### config.mk
export PLATFORM = sky130hd
export DESIGN_NAME = cache_cmd_sequencer_flat
export DESIGN_NICKNAME = d
export VERILOG_FILES = /design/src/rtl/cache_cmd_sequencer_if.sv /design/src/rtl/cache_cmd_sequencer.sv /design/src/flat_wrapper.sv
export SDC_FILE = /design/constraint.sdc
export NUM_CORES = 1
export LEC_CHECK = 0
export CORE_MARGIN = 8
export CORE_UTILIZATION = 55
export CTS_CLUSTER_SIZE = 10
export DETAILED_ROUTE_END_ITERATION = 6
export DONT_BUFFER_PORTS = 1
export HOLD_SLACK_MARGIN = 0.15
export PLACE_DENSITY_LB_ADDON = 0.3
export SLEW_MARGIN = 20
export SYNTH_ARGS = -nofsm -noshare
export SYNTH_HDL_FRONTEND = slang
export SYNTH_SLANG_ARGS = --single-unit
### constraint.sdc
create_clock -name clk -period 12.7 [get_ports clk]
set_input_delay 2.54 -clock clk [delete_from_list [all_inputs] [get_ports clk]]
set_output_delay 2.54 -clock clk [all_outputs]
set_load 0.005 [all_outputs]
### src/rtl/cache_cmd_sequencer_if.sv
// Command, array, lookup, MESI and print-walk signals of the L1 cache command sequencer.
// master is the sequencer side; slave is the surrounding cache model.
interface cache_cmd_sequencer_if #(
  parameter int unsigned IDX_W = 14
);
  logic             cmd_valid;
  logic             cmd_ready;
  logic [3:0]       cmd_n;
  logic [31:0]      cmd_addr;
  logic             arr_rd_en;
  logic             arr_wr_en;
  logic [IDX_W-1:0] arr_set;
  logic             arr_sel_i;
  logic             arr_clr;
  logic             lk_valid;
  logic [3:0]       lk_n;
  logic [31:0]      lk_addr;
  logic             lk_hit;
  logic             mesi_req;
  logic             mesi_done;
  logic             dump_valid;
  logic             dump_ready;
  logic             busy;
  logic             err_cmd;
  logic [31:0]      hit_cnt;
  logic [31:0]      miss_cnt;
  logic [31:0]      read_cnt;
  logic [31:0]      write_cnt;

  modport master (
    input  cmd_valid, cmd_n, cmd_addr, lk_hit, mesi_done, dump_ready,
    output cmd_ready, arr_rd_en, arr_wr_en, arr_set, arr_sel_i, arr_clr,
           lk_valid, lk_n, lk_addr, mesi_req, dump_valid, busy, err_cmd,
           hit_cnt, miss_cnt, read_cnt, write_cnt
  );

  modport slave (
    output cmd_valid, cmd_n, cmd_addr, lk_hit, mesi_done, dump_ready,
    input  cmd_ready, arr_rd_en, arr_wr_en, arr_set, arr_sel_i, arr_clr,
           lk_valid, lk_n, lk_addr, mesi_req, dump_valid, busy, err_cmd,
           hit_cnt, miss_cnt, read_cnt, write_cnt
  );
endinterface

### src/rtl/cache_cmd_sequencer.sv
// Runs one trace command at a time: set read, lookup, MESI wait and write-back for
// accesses, plus whole-cache clear and print walks, with hit/miss/read/write statistics.
module cache_cmd_sequencer #(
  parameter int unsigned SETS  = 16384,
  parameter int unsigned IDX_W = 14,
  parameter int unsigned OFF_W = 6
) (
  input  logic                  clk,
  input  logic                  rst,
  cache_cmd_sequencer_if.master bus
);

  typedef enum logic [2:0] {
    IDLE, READ, LOOKUP, WAIT_MESI, WRITE, CLEAR, DUMP_RD, DUMP_OUT
  } state_t;

  localparam logic [IDX_W-1:0] LAST_SET = IDX_W'(SETS - 1);

  state_t           state;
  logic [IDX_W-1:0] walk_k;
  logic [IDX_W-1:0] cmd_idx_c;
  logic             accept_c;

  assign cmd_idx_c = bus.cmd_addr[OFF_W+IDX_W-1:OFF_W];
  assign accept_c  = bus.cmd_valid & bus.cmd_ready;

  always_ff @(posedge clk or posedge rst) begin
    if (rst) begin
      state          <= IDLE;
      walk_k         <= '0;
      bus.cmd_ready  <= 1'b0;
      bus.arr_rd_en  <= 1'b0;
      bus.arr_wr_en  <= 1'b0;
      bus.arr_set    <= '0;
      bus.arr_sel_i  <= 1'b0;
      bus.arr_clr    <= 1'b0;
      bus.lk_valid   <= 1'b0;
      bus.lk_n       <= 4'd0;
      bus.lk_addr    <= 32'd0;
      bus.mesi_req   <= 1'b0;
      bus.dump_valid <= 1'b0;
      bus.busy       <= 1'b0;
      bus.err_cmd    <= 1'b0;
      bus.hit_cnt    <= 32'd0;
      bus.miss_cnt   <= 32'd0;
      bus.read_cnt   <= 32'd0;
      bus.write_cnt  <= 32'd0;
    end else begin
      // single-cycle strobes default low every cycle
      bus.arr_rd_en <= 1'b0;
      bus.arr_wr_en <= 1'b0;
      bus.arr_clr   <= 1'b0;
      bus.mesi_req  <= 1'b0;
      bus.err_cmd   <= 1'b0;

      case (state)
        IDLE: begin
          bus.cmd_ready <= 1'b1;
          if (accept_c) begin
            bus.lk_n    <= bus.cmd_n;
            bus.lk_addr <= bus.cmd_addr;
            case (bus.cmd_n)
              4'd0, 4'd1, 4'd2, 4'd3, 4'd4: begin
                state         <= READ;
                bus.cmd_ready <= 1'b0;
                bus.busy      <= 1'b1;
                bus.arr_rd_en <= 1'b1;
                bus.arr_set   <= cmd_idx_c;
                bus.arr_sel_i <= (bus.cmd_n == 4'd2);
              end
              4'd8: begin
                state         <= CLEAR;
                bus.cmd_ready <= 1'b0;
                bus.busy      <= 1'b1;
                bus.arr_wr_en <= 1'b1;
                bus.arr_clr   <= 1'b1;
                bus.arr_set   <= '0;
                bus.arr_sel_i <= 1'b0;
                walk_k        <= '0;
                bus.hit_cnt   <= 32'd0;
                bus.miss_cnt  <= 32'd0;
                bus.read_cnt  <= 32'd0;
                bus.write_cnt <= 32'd0;
              end
              4'd9: begin
                state         <= DUMP_RD;
                bus.cmd_ready <= 1'b0;
                bus.busy      <= 1'b1;
                bus.arr_rd_en <= 1'b1;
                bus.arr_set   <= '0;
                bus.arr_sel_i <= 1'b0;
                walk_k        <= '0;
              end
              default: bus.err_cmd <= 1'b1;
            endcase
          end
        end

        READ: begin
          state        <= LOOKUP;
          bus.lk_valid <= 1'b1;
          bus.mesi_req <= 1'b1;
        end

        LOOKUP: begin
          // invalidate/snoop (3, 4) leave the statistics alone
          if (bus.lk_n == 4'd0 || bus.lk_n == 4'd2) bus.read_cnt <= bus.read_cnt + 32'd1;
          if (bus.lk_n == 4'd1) bus.write_cnt <= bus.write_cnt + 32'd1;
          if (bus.lk_n <= 4'd2) begin
            if (bus.lk_hit) bus.hit_cnt  <= bus.hit_cnt + 32'd1;
            else            bus.miss_cnt <= bus.miss_cnt + 32'd1;
          end
          state <= WAIT_MESI;
        end

        WAIT_MESI: begin
          if (bus.mesi_done) begin
            state         <= WRITE;
            bus.lk_valid  <= 1'b0;
            bus.arr_wr_en <= 1'b1;
          end
        end

        WRITE: begin
          state         <= IDLE;
          bus.busy      <= 1'b0;
          bus.cmd_ready <= 1'b1;
        end

        CLEAR: begin
          if (walk_k == LAST_SET) begin
            state         <= IDLE;
            bus.busy      <= 1'b0;
            bus.cmd_ready <= 1'b1;
          end else begin
            walk_k        <= walk_k + IDX_W'(1);
            bus.arr_set   <= walk_k + IDX_W'(1);
            bus.arr_wr_en <= 1'b1;
            bus.arr_clr   <= 1'b1;
          end
        end

        DUMP_RD: begin
          state          <= DUMP_OUT;
          bus.dump_valid <= 1'b1;
        end

        DUMP_OUT: begin
          if (bus.dump_ready) begin
            bus.dump_valid <= 1'b0;
            if (walk_k == LAST_SET) begin
              state         <= IDLE;
              bus.busy      <= 1'b0;
              bus.cmd_ready <= 1'b1;
            end else begin
              state         <= DUMP_RD;
              walk_k        <= walk_k + IDX_W'(1);
              bus.arr_set   <= walk_k + IDX_W'(1);
              bus.arr_rd_en <= 1'b1;
            end
          end
        end

        default: state <= IDLE;
      endcase
    end
  end

endmodule

### src/flat_wrapper.sv
// flat-port wrapper written by rule: the top's interface ports become plain ports
module cache_cmd_sequencer_flat 
#(
  parameter int unsigned SETS  = 16384,
  parameter int unsigned IDX_W = 14,
  parameter int unsigned OFF_W = 6
)
  (clk, rst, bus_cmd_valid, bus_cmd_n, bus_cmd_addr, bus_lk_hit, bus_mesi_done, bus_dump_ready, bus_cmd_ready, bus_arr_rd_en, bus_arr_wr_en, bus_arr_set, bus_arr_sel_i, bus_arr_clr, bus_lk_valid, bus_lk_n, bus_lk_addr, bus_mesi_req, bus_dump_valid, bus_busy, bus_err_cmd, bus_hit_cnt, bus_miss_cnt, bus_read_cnt, bus_write_cnt);
  cache_cmd_sequencer_if #(.IDX_W(IDX_W)) bus_i ();
  input  logic clk;
  input  logic rst;
  input wire logic [$bits(bus_i.cmd_valid)-1:0] bus_cmd_valid;
  input wire logic [$bits(bus_i.cmd_n)-1:0] bus_cmd_n;
  input wire logic [$bits(bus_i.cmd_addr)-1:0] bus_cmd_addr;
  input wire logic [$bits(bus_i.lk_hit)-1:0] bus_lk_hit;
  input wire logic [$bits(bus_i.mesi_done)-1:0] bus_mesi_done;
  input wire logic [$bits(bus_i.dump_ready)-1:0] bus_dump_ready;
  output wire logic [$bits(bus_i.cmd_ready)-1:0] bus_cmd_ready;
  output wire logic [$bits(bus_i.arr_rd_en)-1:0] bus_arr_rd_en;
  output wire logic [$bits(bus_i.arr_wr_en)-1:0] bus_arr_wr_en;
  output wire logic [$bits(bus_i.arr_set)-1:0] bus_arr_set;
  output wire logic [$bits(bus_i.arr_sel_i)-1:0] bus_arr_sel_i;
  output wire logic [$bits(bus_i.arr_clr)-1:0] bus_arr_clr;
  output wire logic [$bits(bus_i.lk_valid)-1:0] bus_lk_valid;
  output wire logic [$bits(bus_i.lk_n)-1:0] bus_lk_n;
  output wire logic [$bits(bus_i.lk_addr)-1:0] bus_lk_addr;
  output wire logic [$bits(bus_i.mesi_req)-1:0] bus_mesi_req;
  output wire logic [$bits(bus_i.dump_valid)-1:0] bus_dump_valid;
  output wire logic [$bits(bus_i.busy)-1:0] bus_busy;
  output wire logic [$bits(bus_i.err_cmd)-1:0] bus_err_cmd;
  output wire logic [$bits(bus_i.hit_cnt)-1:0] bus_hit_cnt;
  output wire logic [$bits(bus_i.miss_cnt)-1:0] bus_miss_cnt;
  output wire logic [$bits(bus_i.read_cnt)-1:0] bus_read_cnt;
  output wire logic [$bits(bus_i.write_cnt)-1:0] bus_write_cnt;
  assign bus_i.cmd_valid = bus_cmd_valid;
  assign bus_i.cmd_n = bus_cmd_n;
  assign bus_i.cmd_addr = bus_cmd_addr;
  assign bus_i.lk_hit = bus_lk_hit;
  assign bus_i.mesi_done = bus_mesi_done;
  assign bus_i.dump_ready = bus_dump_ready;
  assign bus_cmd_ready = bus_i.cmd_ready;
  assign bus_arr_rd_en = bus_i.arr_rd_en;
  assign bus_arr_wr_en = bus_i.arr_wr_en;
  assign bus_arr_set = bus_i.arr_set;
  assign bus_arr_sel_i = bus_i.arr_sel_i;
  assign bus_arr_clr = bus_i.arr_clr;
  assign bus_lk_valid = bus_i.lk_valid;
  assign bus_lk_n = bus_i.lk_n;
  assign bus_lk_addr = bus_i.lk_addr;
  assign bus_mesi_req = bus_i.mesi_req;
  assign bus_dump_valid = bus_i.dump_valid;
  assign bus_busy = bus_i.busy;
  assign bus_err_cmd = bus_i.err_cmd;
  assign bus_hit_cnt = bus_i.hit_cnt;
  assign bus_miss_cnt = bus_i.miss_cnt;
  assign bus_read_cnt = bus_i.read_cnt;
  assign bus_write_cnt = bus_i.write_cnt;
  cache_cmd_sequencer #(.SETS(SETS), .IDX_W(IDX_W), .OFF_W(OFF_W)) u_core (.clk(clk), .rst(rst), .bus(bus_i));
endmodule
==> impl_results.md <==
* Status: finished clean
* CP max stage delay at 0.50 ns
* PwrDens at 175 mW/mm^2
* Num rows at 50
* Final min period at 4.56 ns
* Die width at 153 um
* Worst vdd ir at 0.137 mV
* Final slew viol count at 0
* FILL cells at 1543
* Most frequent cells in the layout: 205 x dfrtp_1, 185 x nand2_1, 91 x nor2_1
* Final #Nets at 1181
* HP Class: flop to flop
* Tot GR Track Use at 0.230
* Post-layout util at 0.605
* Clock Latency Late Sink at 0.50 ns
* Core area at 0.0186 mm^2
* Remaining antenna violation count at 0
* CTS Hold Bufs at 0
* Mapped cell area at 0.0104 mm^2
* Die area at 0.0235 mm^2
* Total CTS buffers at 25
* Worst slew margin relative to its limit at 0.383
* Final Hold Vio Count at 0
* CTS tree: built
* Worst-path clk slew at 0.06 ns
* Unrepaired setup endpoints after global routing: false
* Vias in the first global route at 8278
* Synth Instances at 1155
* Post-Route WL at 28300 um
* Synth Flop Type: dfrtp_1
* # diodes at 0
* Largest net degree at the start of global routing at 128
* DR WL/cell at 20.5 um
* Mean Syn Cell Area at 8.98 um^2
* First-pass GRT wire length at 44900 um
* Via/cell ratio at 6.42
* Clock root cell: clkbuf_16
* Synth area leaders: dfrtp_1 49%, nand2_1 6.7%, a21oi_1 4.3%
* Aggregate global routing overflow at 0
* Required time of the critical path at 13.12 ns
* Initial Utilization at 0.558
* R2R cell count at 6
* Pleak at 4.74 nW
* # IOs at 230
* Most frequent standard cell in the layout excluding fill and tap cells: dfrtp_1
* Kind of critical path: input port to flop
* Achievable Freq at 0.219 GHz
* EDFF count, synth at 0
* Slowest-stage cell, CP: or4_1
* Synth cell types at 59
* Initial DRC Count at 540
* Drt first pass iters at 5
* FF+latch count, synth at 205
* DRC viols at 0
* FF/Latch Area at 0.00513 mm^2
* Crit path cell chain: nor4b_2 -> and3_1 -> buf_4 -> o211ai_1 -> buf_4 -> or4_1 -> a21oi_1
* I/O Buffers at 0
* Syn Nets at 1202
* RD Place Congestion at 0.915
* Die height at 153 um
* CP most frequent cell: buf_4
* Setup bufs post-CTS at 0
* Syn-to-layout area delta at 8.27%
* Worst Clk Skew at 0.00859 ns
* # setup viols final at 0
* Share of the synthesized area in the top cell type at 0.494
* Hold depth at 2
* Post_cts resized at 0
* Share of cells above drive strength 1 at 0.0516
* Area taken by multi-input logic gates at 0.00496 mm^2
* Ys async rst share at 1.00
* Antenna violations before repair at 0
* Largest fanout on the critical path at 36
* Area leader, netlist: dfrtp_1
* Tcrit/Tclk final at 0.359
* Max cap viols at 0
* Slew @ Worst Pin at 0.925 ns
* Nature of the critical path startpoint: input port
* Dpl hpwl at 19600 um
* Clock sink total at 205
* Yosys warns at 0
* Sequential element share of the synthesized area at 0.494
* Setup TNS at 0 ns
* Worst Path Arrival at 4.99 ns
* H-Tree Depth at 1
* DR vias at 8853
* CP Capture Type: flop
* Clk buf depth at 3
[metrics by stage]
step / cells / setup slack, ns / power [W] / hold slack (ns) / instance area, um^2
2_1_floorplan: 1155 / 4.56 / 0.00121 / 0.470 / 10400
3_3_place_gp: 1341 / 7.71 / 0.00134 / 0.500 / 10500
3_5_place_dp: 1341 / 7.60 / 0.00136 / 0.500 / 10500
4_1_cts: 1378 / 8.14 / 0.00198 / 0.517 / 11200
5_1_grt: 1378 / 7.90 / 0.00207 / 0.531 / 11200
6_report: 1378 / 8.14 / 0.00196 / 0.511 / 11200
[cell families (layout without fill, tap and decap cells)]
group                    Yosys count  after routing  share of synthesized area
adder cells (fa/ha/maj)            5              5                    0.00603
AND/OR/NAND/NOR                  532            532                      0.256
buffers and inverters             78             67                     0.0295
flip-flops                       205            205                      0.494
XOR/XNOR                          46             46                     0.0388
multiplexers                       8              8                    0.00844
AO/OA/AOI/OAI                    281            281                      0.167
[report_power, final]
group	internal, W	total (W)	switching, W
registers	0.000783	0.000961	0.000178
logic	0.000138	0.000384	0.000246
clock network	0.000363	0.000617	0.000254
total	0.00128	0.00196	0.000678
[worst max-delay path: cells and delay by family]
kind                   cells  cell delay [ns]
AOI/OAI and AO/OA          2             0.58
buffers and inverters      2             0.69
and+or+nand+nor            3             1.16
[synth_stat cells, drive strengths merged (3+ instances only)]
cell type  number
a2111oi         3
a211oi          5
a21o            3
a21oi          89
a221o           4
a22oi           5
a311oi          3
a31oi           9
and2           11
and3           21
and4           15
buf            14
clkbuf         46
dfrtp         205
ha              5
inv            18
mux2            6
nand2         185
nand2b          6
nand3          59
nand4          35
nor2           92
nor3           21
nor4            5
nor4b           3
o2111ai        18
o211ai         14
o21a            4
o21ai          90
o31ai          21
or3            47
or4            25
xnor2          11
xor2           35
[layer usage]
layer / vias to the layer above / GRT usage / wire, um
met2: 320 / 0.390 / 13900
met1: 4323 / 0.277 / 11100
li1: 4163 / - / -
met5: - / 0 / 0
met4: 0 / 0.0644 / 565
met3: 47 / 0.0736 / 2790
[cell type report]
type / instances / share of cell area
sequential: 205 / 0.457
multi-input combinational: 872 / 0.442
clock buffer: 36 / 0.0603
tap: 234 / 0.0261
timing repair buffer: 12 / 0.00835
inverter: 18 / 0.00668
clock inverter: 1 / 0.000445
[path summary, 6_finish.rpt]
path                                        startpoint                       to  slack (ns)
worst max-delay path                      bus_cmd_n[0]  u_core.bus.miss_cnt[18]        8.14
worst min-delay path            u_core.bus.lk_addr[27]   u_core.bus.lk_addr[27]        0.51
worst max register to register         u_core.state[1]  u_core.bus.miss_cnt[18]        9.03
worst min register to register  u_core.bus.lk_addr[27]   u_core.bus.lk_addr[27]        0.51
max in group asynchronous                          rst  u_core.bus.read_cnt[28]        9.37
min in group asynchronous                          rst   u_core.bus.hit_cnt[28]        2.07
[state kept, by name, summed over array words and instances (netlist names), 3 cells and up]
signal / cells
u_core.bus.hit_cnt: 32
u_core.bus.lk_addr: 32
u_core.bus.miss_cnt: 32
u_core.bus.read_cnt: 32
u_core.bus.write_cnt: 32
u_core.bus.arr_set: 14
u_core.walk_k: 14
u_core.bus.lk_n: 4
u_core.state: 3
Note: power is estimated with default switching activity, not from simulation.
